--- config.mk ---
export PLATFORM = sky130hd
export DESIGN_NAME = image_pipe_rx_flat
export DESIGN_NICKNAME = d
export VERILOG_FILES = /design/src/rtl/image_pipe_rx_if.sv /design/src/rtl/image_pipe_rx.sv /design/src/flat_wrapper.sv
export SDC_FILE = /design/constraint.sdc
export NUM_CORES = 1
export LEC_CHECK = 0
export ABC_AREA = 1
export CORE_MARGIN = 3
export CORE_UTILIZATION = 44
export CTS_CLUSTER_DIAMETER = 80
export DETAILED_ROUTE_END_ITERATION = 7
export GPL_TIMING_DRIVEN = 0
export PLACE_DENSITY = 0.71
export SLEW_MARGIN = 20
export SYNTH_ARGS = -nofsm -noshare
export SYNTH_HDL_FRONTEND = slang
export SYNTH_SLANG_ARGS = --single-unit
--- constraint.sdc ---
create_clock -name clk -period 1.8 [get_ports clk]
set_input_delay 0.36 -clock clk [delete_from_list [all_inputs] [get_ports clk]]
set_output_delay 0.36 -clock clk [all_outputs]
set_load 0.01 [all_outputs]
--- src/rtl/image_pipe_rx_if.sv ---
// Pixel stream bundle for image_pipe_rx: the upstream side uses a valid/busy
// handshake and the downstream side uses a valid/ready handshake.
interface image_pipe_rx_if #(
  parameter int DATA_W = 8
);
  logic              in_valid;
  logic [DATA_W-1:0] in_data;
  logic              in_sof;
  logic              in_eol;
  logic              busy;
  logic              out_valid;
  logic [DATA_W-1:0] out_data;
  logic              out_sof;
  logic              out_eol;
  logic              out_ready;

  modport master (
    output in_valid, in_data, in_sof, in_eol, out_ready,
    input  busy, out_valid, out_data, out_sof, out_eol
  );

  modport slave (
    input  in_valid, in_data, in_sof, in_eol, out_ready,
    output busy, out_valid, out_data, out_sof, out_eol
  );
endinterface

--- src/rtl/image_pipe_rx.sv ---
// Image pixel receiver: frame-checking front end feeding a small FIFO, with
// registered busy back-pressure, per-frame line counter and sticky error flags.
module image_pipe_rx #(
  parameter int DATA_W  = 8,
  parameter int DEPTH   = 8,
  parameter int BUSY_TH = 6
) (
  input  logic                clk,
  input  logic                rst_n,
  image_pipe_rx_if.slave      bus,
  output logic [15:0]         line_cnt,
  output logic                ovf_err,
  output logic                proto_err,
  input  logic                err_clr
);

  localparam int AW = $clog2(DEPTH);
  localparam int CW = AW + 1;

  typedef struct packed {
    logic [DATA_W-1:0] data;
    logic              sof;
    logic              eol;
  } beat_t;

  typedef enum logic {
    WAIT_SOF,
    ACTIVE
  } frame_state_e;

  beat_t          mem_q [DEPTH];
  logic [AW-1:0]  wr_ptr_q, rd_ptr_q;
  logic [CW-1:0]  cnt_q, cnt_d;
  frame_state_e   state_q, state_d;
  logic           last_eol_q;
  logic [15:0]    line_cnt_q, line_cnt_d;
  logic           busy_q;
  logic           ovf_q, proto_q;

  logic  full, frame_ok, push, pop, ovf_set, proto_set;
  beat_t head;

  // NOTE: every signal written here gets a default first so no latch is inferred.
  always_comb begin
    full      = (cnt_q == CW'(DEPTH));
    frame_ok  = (state_q == ACTIVE) || bus.in_sof;
    push      = bus.in_valid && !full && frame_ok;
    pop       = (cnt_q != '0) && bus.out_ready;
    ovf_set   = bus.in_valid && full;
    // Framing is only judged on beats that reach the FIFO; full drops are overflow only.
    proto_set = bus.in_valid && !full &&
                (((state_q == WAIT_SOF) && !bus.in_sof) ||
                 ((state_q == ACTIVE) && bus.in_sof && !last_eol_q));

    cnt_d = cnt_q;
    case ({push, pop})
      2'b10:   cnt_d = cnt_q + CW'(1);
      2'b01:   cnt_d = cnt_q - CW'(1);
      default: cnt_d = cnt_q;
    endcase

    state_d    = state_q;
    line_cnt_d = line_cnt_q;
    if (push) begin
      state_d = ACTIVE;
      if (bus.in_sof) begin
        line_cnt_d = {15'd0, bus.in_eol};
      end else if (bus.in_eol && (line_cnt_q != 16'hFFFF)) begin
        line_cnt_d = line_cnt_q + 16'd1;
      end
    end
  end

  // NOTE: the storage array is deliberately not reset; emptiness is tracked by
  // cnt_q and the head fields are masked while the FIFO is empty.
  always_ff @(posedge clk) begin
    if (push) begin
      mem_q[wr_ptr_q] <= '{data: bus.in_data, sof: bus.in_sof, eol: bus.in_eol};
    end
  end

  // NOTE: sequential state uses non-blocking assignments only.
  always_ff @(posedge clk or negedge rst_n) begin
    if (!rst_n) begin
      wr_ptr_q   <= '0;
      rd_ptr_q   <= '0;
      cnt_q      <= '0;
      state_q    <= WAIT_SOF;
      last_eol_q <= 1'b0;
      line_cnt_q <= '0;
      busy_q     <= 1'b0;
      ovf_q      <= 1'b0;
      proto_q    <= 1'b0;
    end else begin
      if (push) begin
        wr_ptr_q   <= wr_ptr_q + AW'(1);
        last_eol_q <= bus.in_eol;
      end
      if (pop) begin
        rd_ptr_q <= rd_ptr_q + AW'(1);
      end
      cnt_q      <= cnt_d;
      state_q    <= state_d;
      line_cnt_q <= line_cnt_d;
      busy_q     <= (cnt_d >= CW'(BUSY_TH));
      // A new error in the same cycle as err_clr must survive the clear.
      ovf_q      <= ovf_set   | (ovf_q   & ~err_clr);
      proto_q    <= proto_set | (proto_q & ~err_clr);
    end
  end

  assign head          = mem_q[rd_ptr_q];
  assign bus.out_valid = (cnt_q != '0);
  assign bus.out_data  = bus.out_valid ? head.data : '0;
  assign bus.out_sof   = bus.out_valid & head.sof;
  assign bus.out_eol   = bus.out_valid & head.eol;
  assign bus.busy      = busy_q;
  assign line_cnt      = line_cnt_q;
  assign ovf_err       = ovf_q;
  assign proto_err     = proto_q;

endmodule

--- src/flat_wrapper.sv ---
// flat-port wrapper written by rule: the top's interface ports become plain ports
module image_pipe_rx_flat 
#(
  parameter int DATA_W  = 8,
  parameter int DEPTH   = 8,
  parameter int BUSY_TH = 6
)
  (clk, rst_n, line_cnt, ovf_err, proto_err, err_clr, bus_in_valid, bus_in_data, bus_in_sof, bus_in_eol, bus_out_ready, bus_busy, bus_out_valid, bus_out_data, bus_out_sof, bus_out_eol);
  image_pipe_rx_if #(.DATA_W(DATA_W)) bus_i ();
  input  logic clk;
  input  logic rst_n;
  output logic [15:0] line_cnt;
  output logic ovf_err;
  output logic proto_err;
  input  logic err_clr;
  input wire logic [$bits(bus_i.in_valid)-1:0] bus_in_valid;
  input wire logic [$bits(bus_i.in_data)-1:0] bus_in_data;
  input wire logic [$bits(bus_i.in_sof)-1:0] bus_in_sof;
  input wire logic [$bits(bus_i.in_eol)-1:0] bus_in_eol;
  input wire logic [$bits(bus_i.out_ready)-1:0] bus_out_ready;
  output wire logic [$bits(bus_i.busy)-1:0] bus_busy;
  output wire logic [$bits(bus_i.out_valid)-1:0] bus_out_valid;
  output wire logic [$bits(bus_i.out_data)-1:0] bus_out_data;
  output wire logic [$bits(bus_i.out_sof)-1:0] bus_out_sof;
  output wire logic [$bits(bus_i.out_eol)-1:0] bus_out_eol;
  assign bus_i.in_valid = bus_in_valid;
  assign bus_i.in_data = bus_in_data;
  assign bus_i.in_sof = bus_in_sof;
  assign bus_i.in_eol = bus_in_eol;
  assign bus_i.out_ready = bus_out_ready;
  assign bus_busy = bus_i.busy;
  assign bus_out_valid = bus_i.out_valid;
  assign bus_out_data = bus_i.out_data;
  assign bus_out_sof = bus_i.out_sof;
  assign bus_out_eol = bus_i.out_eol;
  image_pipe_rx #(.DATA_W(DATA_W), .DEPTH(DEPTH), .BUSY_TH(BUSY_TH)) u_core (.clk(clk), .rst_n(rst_n), .bus(bus_i), .line_cnt(line_cnt), .ovf_err(ovf_err), .proto_err(proto_err), .err_clr(err_clr));
endmodule
==> results.txt, run 1 <==
----------------------------------------------------
[Synthesis]
  Synth Register Bits ... 111
  Cell count after synthesis ... 472
  Synth unique cells ... 35
  Leading area contributor after synthesis ... sky130_fd_sc_hd__edfxtp_1
  Post-synthesis area per instance ... 10.5 sq um
  Yosys warnings ... 0
  Syn_nets ... 492
  Seq/Total Area, Yosys ... 64.0%
  Netlist area before placement ... 0.00497 sq mm
  Top cells by area in the synthesized netlist ... sky130_fd_sc_hd__edfxtp_1, sky130_fd_sc_hd__dfrtp_1, sky130_fd_sc_hd__nor2_1, sky130_fd_sc_hd__o21ai_0, sky130_fd_sc_hd__nand2_1
  Fraction of synthesized cell area taken by the top area cell type ... 48.4%

[Placed design]
  GP Congestion ... 0.897
  Post-detailed-placement half-perimeter wirelength ... 7280 um
  Port Buf Inserts ... 44
  Placed Area ... 0.00560 sq mm

[Clocking]
  Buffer type at the clock tree root ... sky130_fd_sc_hd__clkbuf_16
  Insertion delay to the later sink of the worst-skew pair ... 0.35 ns
  Htree depth ... 3
  Clock slew at reported path FFs ... 0.08 ns
  Sink count of the clock tree ... 111
  Bufs on Longest Clock Path ... 2
  Cts bufs inserted ... 9
  Clock tree from TritonCTS ... yes

[Die]
  Die area ... 0.0126 sq mm
  Overall die height ... 112 um
  CORE AREA ... 0.0109 sq mm
  Horizontal die dimension ... 112 um
  Top-level I/O count ... 45
  Effective utilization at floorplan ... 45.4%
  FP Rows ... 38

[STA]
  RSZ-0062 raised after global routing ... yes
  Largest clock skew in the final design ... 0.00856 ns
  Total setup violations reported at the end of the flow ... 12
  Achievable frequency ... 0.473 GHz
  Number of hold violations in the final report ... 0
  Min Hold Slack ... 0.326 ns
  Worst slew margin ... 67.4%
  Min setup slack post-route ... -0.313 ns
  Number of pins with negative max-slew slack in the final report ... 0
  Portion of the clock cycle consumed by the worst path in the final layout ... 117%
  Post-layout min period ... 2.11 ns
  Measured slew at the worst slew-check pin ... 0.488 ns

[Pwr]
  Post-layout power ... 9.95 mW
  Total leakage power ... 2.58 nW
  P per Cell Area ... 1480 mW/mm^2
  Max IR drop VDD ... 0.000797 V

[Layout]
  Number of diodes ... 0
  Fraction of the core area covered by cells at the end of the flow ... 61.4%
  Post-route cell area ... 0.00672 sq mm
  Area growth from synthesis to layout ... 35.3%
  Final nets ... 582
  Layout cells sized above 1 ... 33.0%
  Layout filler cell count ... 857

[Route]
  Number of vias per cell after detailed routing ... 5.37
  1st-iter DRT viols ... 311
  Number of routed nets with antenna violations ... 0
  Routed WL per cell ... 17.4 um
  Detailed-route via count ... 3794
  Residual DRC count ... 0
  First-pass iteration count of the detailed router ... 5
  Drt total wl ... 12300 um

[Global route]
  Via count of the first global-routing pass ... 3757
  Total global-route track usage ... 18.3%
  Number of antenna violations at the first check in global routing ... 0
  Maximum number of pins on one net before global-route repair ... 27
  First-pass GRT wire length ... 18300 um
  Grt total ovfl ... 0

[Flow run]
  Max_cap viols ... 0

[Run status]
  Failing checks ... setup timing
  Status ... finished, violations left

[Min path]
  Number of cells on the worst hold path ... 1
  Hold Path Sink ... u_core.mem_q[4][1]
  Path category of the worst min-delay check ... in -> reg
  Min-delay src ... bus_in_sof

[Setup path]
  Capture instance of the worst register-to-register path ... u_core.bus.busy
  Worst reg2reg path startpoint ... u_core.cnt_q[3]
  Critical path data required time ... 1.44 ns
  CP max FO ... 10
  Worst reg-to-reg setup slack ... -0.04 ns
  Crit. End Element ... output port
  Class of the most critical setup path ... reg -> out
  Reg2reg path depth ... 13
  Worst setup SP type ... flop
  WP data arrival ... 1.75 ns

----------------------------------------------------
==> cell families (layout without fill, tap and decap cells) <==
logic type / Yosys count / after routing / synth area share [%]
XOR/XNOR: 10 / 10 / 1.76
AND/OR/NAND/NOR: 196 / 197 / 17.5
buffers and inverters: 55 / 149 / 4.64
adder cells (fa/ha/maj): 5 / 5 / 1.26
flip-flops: 111 / 111 / 64.0
AO/OA/AOI/OAI: 95 / 95 / 10.8
==> critical path, cell delays in order (launching register included) <==
cell,delay (ns)
sky130_fd_sc_hd__dfrtp_2,0.48
sky130_fd_sc_hd__buf_4,0.20
sky130_fd_sc_hd__nor2_1,0.19
sky130_fd_sc_hd__o22ai_2,0.14
sky130_fd_sc_hd__o21ai_2,0.16
sky130_fd_sc_hd__a31oi_1,0.06
sky130_fd_sc_hd__buf_2,0.17
==> metrics by stage <==
stage / setup WS (ns) / TNS, ns / cells
after floorplan: -0.104 / -4.15 / 472
after CTS: -0.303 / -2.88 / 697
final: -0.313 / -2.77 / 707
after detailed placement: -1.31 / -113.62 / 657
after global placement: -1.22 / -119.13 / 656
after global routing: -0.399 / -4.33 / 707
==> Yosys cell counts, drive strengths merged <==
cell and instances:
a21boi 1, a21oi 8, a31oi 10, and3 1, buf 4, clkbuf 15
dfrtp 31, edfxtp 80, ha 5, inv 36, nand2 68, nand3 24
nand4 5, nor2 88, nor3 4, nor3b 1, nor4 4, o21ai 66
o22ai 10, or2 1, xnor2 2, xor2 8
==> worst max-delay path by stage <==
stage / endpoint / cells past startpoint / from
after detailed placement: u_core.mem_q[2][5] / 7 / bus_in_sof
after floorplan: u_core.mem_q[4][0] / 6 / bus_in_sof
final: bus_out_data[1] / 6 / u_core.rd_ptr_q[0]
after CTS: bus_out_data[7] / 7 / u_core.rd_ptr_q[0]
after global routing: bus_out_data[1] / 6 / u_core.rd_ptr_q[0]
after global placement: u_core.mem_q[2][4] / 7 / bus_in_sof
==> area by class of cell <==
class / instances / area (sq um) / area share [%]
Timing Repair Buffer: 80 / 756 / 11.2
Tap cell: 140 / 175 / 2.61
Clock inverter: 7 / 73.8 / 1.10
Inverter: 36 / 153 / 2.27
Sequential cell: 111 / 3190 / 47.4
Clock buffer: 9 / 225 / 3.35
Multi-Input combinational cell: 307 / 1970 / 29.3
Buffer: 17 / 178 / 2.64
==> sequential cells by signal, indices dropped and copies added, names as in the netlist <==
signal,cells
u_core.bus.busy,1
u_core.proto_err,1
u_core.rd_ptr_q,3
u_core.line_cnt,16
u_core.cnt_q,4
u_core.mem_q,80
u_core.last_eol_q,1
u_core.ovf_err,1
u_core.state_q,1
u_core.wr_ptr_q,3
==> repair_timing <==
item	in CTS	in global routing
pin swaps	22	30
buffers inserted	21	10
cloned	3	1
hold endpoints to repair	5	0
hold buffers	1	0
endpoints found under the setup margin	112	73
resized for setup	142	117
==> cell usage in the layout, fill, tap and decap left out, drive strengths merged <==
cell type,n
a21boi,1
nor4,4
o22ai,10
inv,39
o21ai,66
dlygate4sd3,1
nor3,4
nand3,25
a21oi,8
nor3b,1
or2,1
edfxtp,80
clkinv,4
ha,5
a31oi,10
xor2,8
clkbuf,15
buf,59
dfrtp,31
nor2,88
and3,1
clkdlybuf4s50,29
nand2,68
xnor2,2
dlymetal6s2s,2
nand4,5
==> layer usage <==
layer | vias to the layer above | share of wire [%] | global-route usage, %
met3 | 21 | 5.0 | 4.10
met5 | - | 0 | 0
li1 | 1823 | - | -
met1 | 1833 | 42 | 24.1
met4 | 0 | 2.4 | 6.81
met2 | 117 | 50 | 30.0
==> report_power, final <==
part / internal (mW) / switching [mW] / total [mW]
combinational: 1.91 / 2.60 / 4.51
clock: 0.987 / 0.993 / 1.98
sequential: 3.19 / 0.268 / 3.46
total: 6.09 / 3.86 / 9.95
(Power assumes the default switching activity.)
==> inputs of run 2 (changes only) <==
--- a/config.mk
+++ b/config.mk
@@ -11,7 +11,7 @@
 export CTS_CLUSTER_DIAMETER = 80
 export DETAILED_ROUTE_END_ITERATION = 7
 export GPL_TIMING_DRIVEN = 0
-export PLACE_DENSITY = 0.71
+export PLACE_DENSITY = 0.69
 export SLEW_MARGIN = 20
 export SYNTH_ARGS = -nofsm -noshare
 export SYNTH_HDL_FRONTEND = slang
==> constraint.sdc (replaced) <==
create_clock -name clk -period 2 [get_ports clk]
set_input_delay 0.4 -clock clk [delete_from_list [all_inputs] [get_ports clk]]
set_output_delay 0.4 -clock clk [all_outputs]
set_load 0.01 [all_outputs]
==> run 2 against run 1 <==
Effect of this change: the run still ends with setup timing left; non-clock buffer count decreased by 15; count of clock-buffer cells in the layout unchanged; final area down 5.3%; sequential power is 10% lower; global-route usage increased by 0.18 points; worst hold slack got worse by 0.22 ns; first-iteration DRC count down 32%; clock skew up 0.0020 ns; die area did not move; combinational power is 19% lower; clock power decreased by 15%; largest power group unchanged.
==> results.txt, run 2 (same netlist as run 1, synthesis figures left out) <==
----------------------------------------------------
[Run status]
  Status ... finished, violations left
  Failing checks ... setup timing

[Die]
  Die area ... 0.0126 sq mm
  Horizontal die dimension ... 112 um
  Overall die height ... 112 um
  Top-level I/O count ... 45
  Effective utilization at floorplan ... 45.4%
  CORE AREA ... 0.0109 sq mm
  FP Rows ... 38

[Layout]
  Commonest non-fill, non-tap cell in the layout ... sky130_fd_sc_hd__edfxtp_1
  Post-route cell area ... 0.00636 sq mm
  Flip-flop count of the largest register, all copies and words added ... 80
  Number of diodes ... 0
  Most frequent cells in the layout ... sky130_fd_sc_hd__edfxtp_1, sky130_fd_sc_hd__nor2_1, sky130_fd_sc_hd__nand2_1
  Finished Layout Cells ... 691
  Largest register by flop count ... u_core.mem_q
  Area growth from synthesis to layout ... 28.2%
  Fraction of the core area covered by cells at the end of the flow ... 58.2%
  Layout cells sized above 1 ... 26.3%
  Final nets ... 566

[STA]
  Measured slew at the worst slew-check pin ... 0.737 ns
  RSZ-0062 raised after global routing ... yes
  Number of hold violations in the final report ... 0
  Portion of the clock cycle consumed by the worst path in the final layout ... 108%
  Min setup slack post-route ... -0.151 ns
  Post-layout min period ... 2.15 ns
  Largest clock skew in the final design ... 0.0105 ns
  Min Hold Slack ... 0.107 ns
  Achievable frequency ... 0.465 GHz
  Worst slew margin ... 50.9%
  Total setup violations reported at the end of the flow ... 10
  Number of pins with negative max-slew slack in the final report ... 0

[Global route]
  Via count of the first global-routing pass ... 3676
  Grt total ovfl ... 0
  First-pass GRT wire length ... 18400 um
  Total global-route track usage ... 18.5%
  Number of antenna violations at the first check in global routing ... 0
  Maximum number of pins on one net before global-route repair ... 32

[Setup path]
  CP max FO ... 7
  Critical path data required time ... 1.60 ns
  WP data arrival ... 1.75 ns
  Worst-path cell chain ... clkinv_4 -> clkbuf_16 -> nor2_2 -> o22ai_1 -> o21ai_1 -> a31oi_1 -> buf_2
  Class of the most critical setup path ... reg -> out
  Worst setup SP type ... flop
  Crit path max-delay cell type ... sky130_fd_sc_hd__dfrtp_2
  Largest incremental delay on the critical path ... 0.48 ns
  Crit. End Element ... output port

[Clocking]
  Htree depth ... 3
  Bufs on Longest Clock Path ... 2
  Cts bufs inserted ... 9
  Clock slew at reported path FFs ... 0.08 ns
  Insertion delay to the later sink of the worst-skew pair ... 0.34 ns
  Sink count of the clock tree ... 111
  Buffer type at the clock tree root ... sky130_fd_sc_hd__clkbuf_16
  Number of buffers inserted by hold repair at cts ... 0
  Clock tree from TritonCTS ... yes

[Route]
  Number of vias per cell after detailed routing ... 5.32
  Detailed-route via count ... 3673
  1st-iter DRT viols ... 213
  Number of routed nets with antenna violations ... 0
  Drt total wl ... 11600 um
  Residual DRC count ... 0
  First-pass iteration count of the detailed router ... 5
  Routed WL per cell ... 16.8 um

[Placed design]
  Number of instances in the placed design ... 656
  GP Congestion ... 0.901
  Post-detailed-placement half-perimeter wirelength ... 7280 um
  Port Buf Inserts ... 44
  Placed Area ... 0.00558 sq mm

[Flow run]
  Max_cap viols ... 0

[Pwr]
  Max IR drop VDD ... 0.000821 V
  P per Cell Area ... 1330 mW/mm^2
  Total leakage power ... 2.43 nW

[Min path]
  Path category of the worst min-delay check ... in -> async

----------------------------------------------------
-- run 2: changes by cell type in the layout (fill, tap and decap cells not counted), sizes merged, moves of 2 or more --
cell / change
dlymetal6s2s: -2
clkbuf: +3
clkdlybuf4s50: +2
buf: -18
-- run 2: metal layers --
metal / share of wire (%) / track usage [%] / vias to the layer above
li1: - / - / 1785
met1: 42 / 23.5 / 1745
met2: 51 / 32.4 / 116
met3: 5.1 / 3.50 / 27
met4: 2.5 / 5.45 / 0
met5: 0 / 0 / -
-- run 2: power breakdown --
part           internal, mW  switching, mW
Sequential             2.88          0.234
Combinational          1.51           2.14
Clock                 0.863          0.828
-- run 2: worst paths after layout --
check	cells after the start	to	startpoint	slack [ns]
worst max-delay path	7	bus_out_sof	u_core.rd_ptr_q[0]	-0.15
worst min-delay path	1	u_core.line_cnt[9]	rst_n	0.11
worst max register to register	7	u_core.mem_q[3][0]	u_core.cnt_q[1]	0.10
worst min register to register	2	u_core.state_q	u_core.state_q	0.52
max in group asynchronous	1	u_core.cnt_q[0]	rst_n	1.36
min in group clk	1	u_core.mem_q[7][1]	bus_in_sof	0.39
-- run 2: cell type report --
cell class / instances / area (sq um)
multi-input combinational: 306 / 1800
sequential: 111 / 3190
fill: 893 / 4570
clock inverter: 7 / 56.3
inverter: 36 / 145
timing repair buffer: 64 / 602
tap: 140 / 175
clock buffer: 9 / 225
buffer: 18 / 175
-- run 2: metrics by stage --
stage / power (mW) / setup slack [ns] / setup TNS [ns]
floorplan: 4.78 / 0.0561 / 0
global placement: 5.86 / -1.08 / -96.93
detailed placement: 5.95 / -1.09 / -97.24
CTS: 8.06 / -0.179 / -1.33
global route: 8.94 / -0.217 / -2.10
finish: 8.45 / -0.151 / -1.19
-- run 2: repair_timing --
action,in CTS,in global routing
gates cloned,2,0
pin swaps,22,18
gates resized for setup,134,56
setup buffers,6,12
setup endpoints to repair,110,67
-- run 2: worst max-delay path: cells and delay by family (launching register included) --
family          cells  cell delay [ns]
flops               1             0.48
compound gates      3             0.46
buf+inv             3             0.43
simple gates        1             0.03
==> inputs of run 3 (changes only) <==
--- a/config.mk
+++ b/config.mk
@@ -6,12 +6,11 @@
 export NUM_CORES = 1
 export LEC_CHECK = 0
 export ABC_AREA = 1
-export CORE_MARGIN = 3
+export CORE_MARGIN = 4
 export CORE_UTILIZATION = 44
 export CTS_CLUSTER_DIAMETER = 80
 export DETAILED_ROUTE_END_ITERATION = 7
 export GPL_TIMING_DRIVEN = 0
-export PLACE_DENSITY = 0.69
 export SLEW_MARGIN = 20
 export SYNTH_ARGS = -nofsm -noshare
 export SYNTH_HDL_FRONTEND = slang
==> constraint.sdc (replaced) <==
create_clock -name clk -period 2.4 [get_ports clk]
set_input_delay 0.48 -clock clk [delete_from_list [all_inputs] [get_ports clk]]
set_output_delay 0.48 -clock clk [all_outputs]
set_load 0.01 [all_outputs]
==> run 3 against run 2 <==
Effect of this change: via count decreased by 3.4%; the run now ends clean; final area fell by 6.6%; routed wire length down 4.1%; critical endpoint is now bus_out_data[2]; clock skew fell by 0.0026 ns; clock power shrank 20%; final cell count is 2.3% lower; worst setup slack improved by 0.25 ns; register-to-register slack gained 0.21 ns.
==> results.txt, run 3 (same netlist as run 1, synthesis figures left out) <==
----------------------------------------------------
[Min path]
  Path category of the worst min-delay check ... in -> reg
  Min-delay src ... bus_in_sof

[Placed design]
  Post-detailed-placement half-perimeter wirelength ... 7510 um
  GP Congestion ... 0.875
  Port Buf Inserts ... 44
  Placed Area ... 0.00560 sq mm

[Die]
  Top-level I/O count ... 45
  CORE AREA ... 0.0109 sq mm
  Overall die height ... 114 um
  Effective utilization at floorplan ... 45.4%
  FP Rows ... 38
  Horizontal die dimension ... 114 um
  Die area ... 0.0130 sq mm

[Layout]
  Post-route cell area ... 0.00595 sq mm
  Largest register by flop count ... u_core.mem_q
  Flip-flop count of the largest register, all copies and words added ... 80
  Area growth from synthesis to layout ... 19.8%
  Layout filler cell count ... 961
  Layout cells sized above 1 ... 15.0%
  Number of diodes ... 0
  Final nets ... 550
  Commonest non-fill, non-tap cell in the layout ... sky130_fd_sc_hd__edfxtp_1
  Most frequent cells in the layout ... sky130_fd_sc_hd__edfxtp_1, sky130_fd_sc_hd__nor2_1, sky130_fd_sc_hd__nand2_1

[Clocking]
  Bufs on Longest Clock Path ... 2
  Clock tree from TritonCTS ... yes
  Sink count of the clock tree ... 111
  Cts bufs inserted ... 9
  Insertion delay to the later sink of the worst-skew pair ... 0.34 ns
  Buffer type at the clock tree root ... sky130_fd_sc_hd__clkbuf_16
  Clock slew at reported path FFs ... 0.07 ns
  Htree depth ... 3

[STA]
  RSZ-0062 raised after global routing ... no
  Number of hold violations in the final report ... 0
  Achievable frequency ... 0.435 GHz
  Post-layout min period ... 2.30 ns
  Setup TNS ... 0 ns
  Measured slew at the worst slew-check pin ... 0.624 ns
  Largest clock skew in the final design ... 0.00788 ns
  Total setup violations reported at the end of the flow ... 0
  Number of pins with negative max-slew slack in the final report ... 0
  Portion of the clock cycle consumed by the worst path in the final layout ... 95.9%
  Worst slew margin ... 58.3%

[Route]
  1st-iter DRT viols ... 164
  Number of routed nets with antenna violations ... 0
  First-pass iteration count of the detailed router ... 4
  Routed WL per cell ... 16.5 um
  Detailed-route via count ... 3548
  Number of vias per cell after detailed routing ... 5.26
  Residual DRC count ... 0
  Drt total wl ... 11100 um

[Setup path]
  Launch point of the critical path ... u_core.rd_ptr_q[0]
  Critical path data required time ... 1.92 ns
  Class of the most critical setup path ... reg -> out
  Worst setup SP type ... flop
  CP max FO ... 10
  WP data arrival ... 1.82 ns
  Crit. End Element ... output port
  Worst reg2reg path startpoint ... u_core.cnt_q[0]

[Global route]
  First-pass GRT wire length ... 17800 um
  Maximum number of pins on one net before global-route repair ... 26
  Number of antenna violations at the first check in global routing ... 0
  Total global-route track usage ... 17.8%
  Via count of the first global-routing pass ... 3475
  Grt total ovfl ... 0

[Pwr]
  Max IR drop VDD ... 0.000483 V
  Total leakage power ... 2.27 nW
  P per Cell Area ... 1070 mW/mm^2

[Run status]
  Status ... finished clean

[Flow run]
  Max_cap viols ... 0

----------------------------------------------------
[run 3: final timing paths]
path,end,slack (ns),cells past startpoint
hold reg to reg,u_core.state_q,0.53,2
setup reg to reg,u_core.bus.busy,0.31,12
min in group asynchronous,u_core.line_cnt[11],0.52,2
setup / recovery,bus_out_data[2],0.1,7
hold / removal,u_core.mem_q[4][1],0.50,1
max in group asynchronous,u_core.rd_ptr_q[0],1.47,3
[run 3: timing repair]
item / CTS / global route
buffers inserted: 2 / 0
hold buffers: 1 / 0
gates cloned: 0 / 0
gates resized for setup: 56 / 26
hold endpoints to repair: 6 / 0
pin swaps: 3 / 5
setup endpoints to repair: 93 / 42
[run 3: where the power goes]
| part | internal, mW | leakage (nW) | switching [mW] | total [mW] |
|---|---|---|---|---|
| clock | 0.732 | 0.131 | 0.623 | 1.35 |
| combinational | 0.895 | 1.02 | 1.53 | 2.43 |
| sequential | 2.39 | 1.12 | 0.170 | 2.56 |
| total | 4.02 | 2.27 | 2.32 | 6.34 |
[run 3: critical path: stages (launching register included)]
cell and delay [ns]:
sky130_fd_sc_hd__dfrtp_2 0.45, sky130_fd_sc_hd__inv_2 0.10, sky130_fd_sc_hd__clkbuf_8 0.18, sky130_fd_sc_hd__nor2_1 0.05, sky130_fd_sc_hd__o22ai_1 0.17, sky130_fd_sc_hd__o21ai_1 0.11, sky130_fd_sc_hd__a31oi_1 0.14, sky130_fd_sc_hd__dlygate4sd2_1 0.28
[run 3: area by class of cell]
| cell class | instances | area [sq um] | area share [%] |
|---|---|---|---|
| Sequential cell | 111 | 3180 | 53.5 |
| Multi-Input combinational cell | 306 | 1610 | 27.1 |
| Clock inverter | 2 | 10.0 | 0.168 |
| Tap cell | 140 | 175 | 2.95 |
| Buffer | 18 | 136 | 2.29 |
| Inverter | 36 | 140 | 2.36 |
| Timing Repair Buffer | 48 | 439 | 7.38 |
| Clock buffer | 14 | 254 | 4.27 |
[run 3: metal layers]
metal,part of all wire (%),wire [um],up-vias,GRT usage (%)
met4,2.7,304,0,7.84
met3,3.1,346,27,2.54
li1,-,-,1743,-
met2,49,5420,75,29.7
met1,45,5050,1703,23.1
met5,0,0,-,0
[run 3: through the flow]
stage | power, mW | utilization [%] | hold slack (ns) | setup WS [ns] | std cells
detailed placement | 5.00 | 51.2 | 0.332 | -0.904 | 657
global placement | 4.94 | 51.0 | 0.493 | -0.892 | 656
global route | 6.76 | 54.4 | 0.506 | 0.00350 | 675
CTS | 6.39 | 54.6 | 0.500 | 0.000413 | 675
floorplan | 3.99 | - | 0.184 | 0.376 | 472
finish | 6.34 | 54.4 | 0.497 | 0.0992 | 675
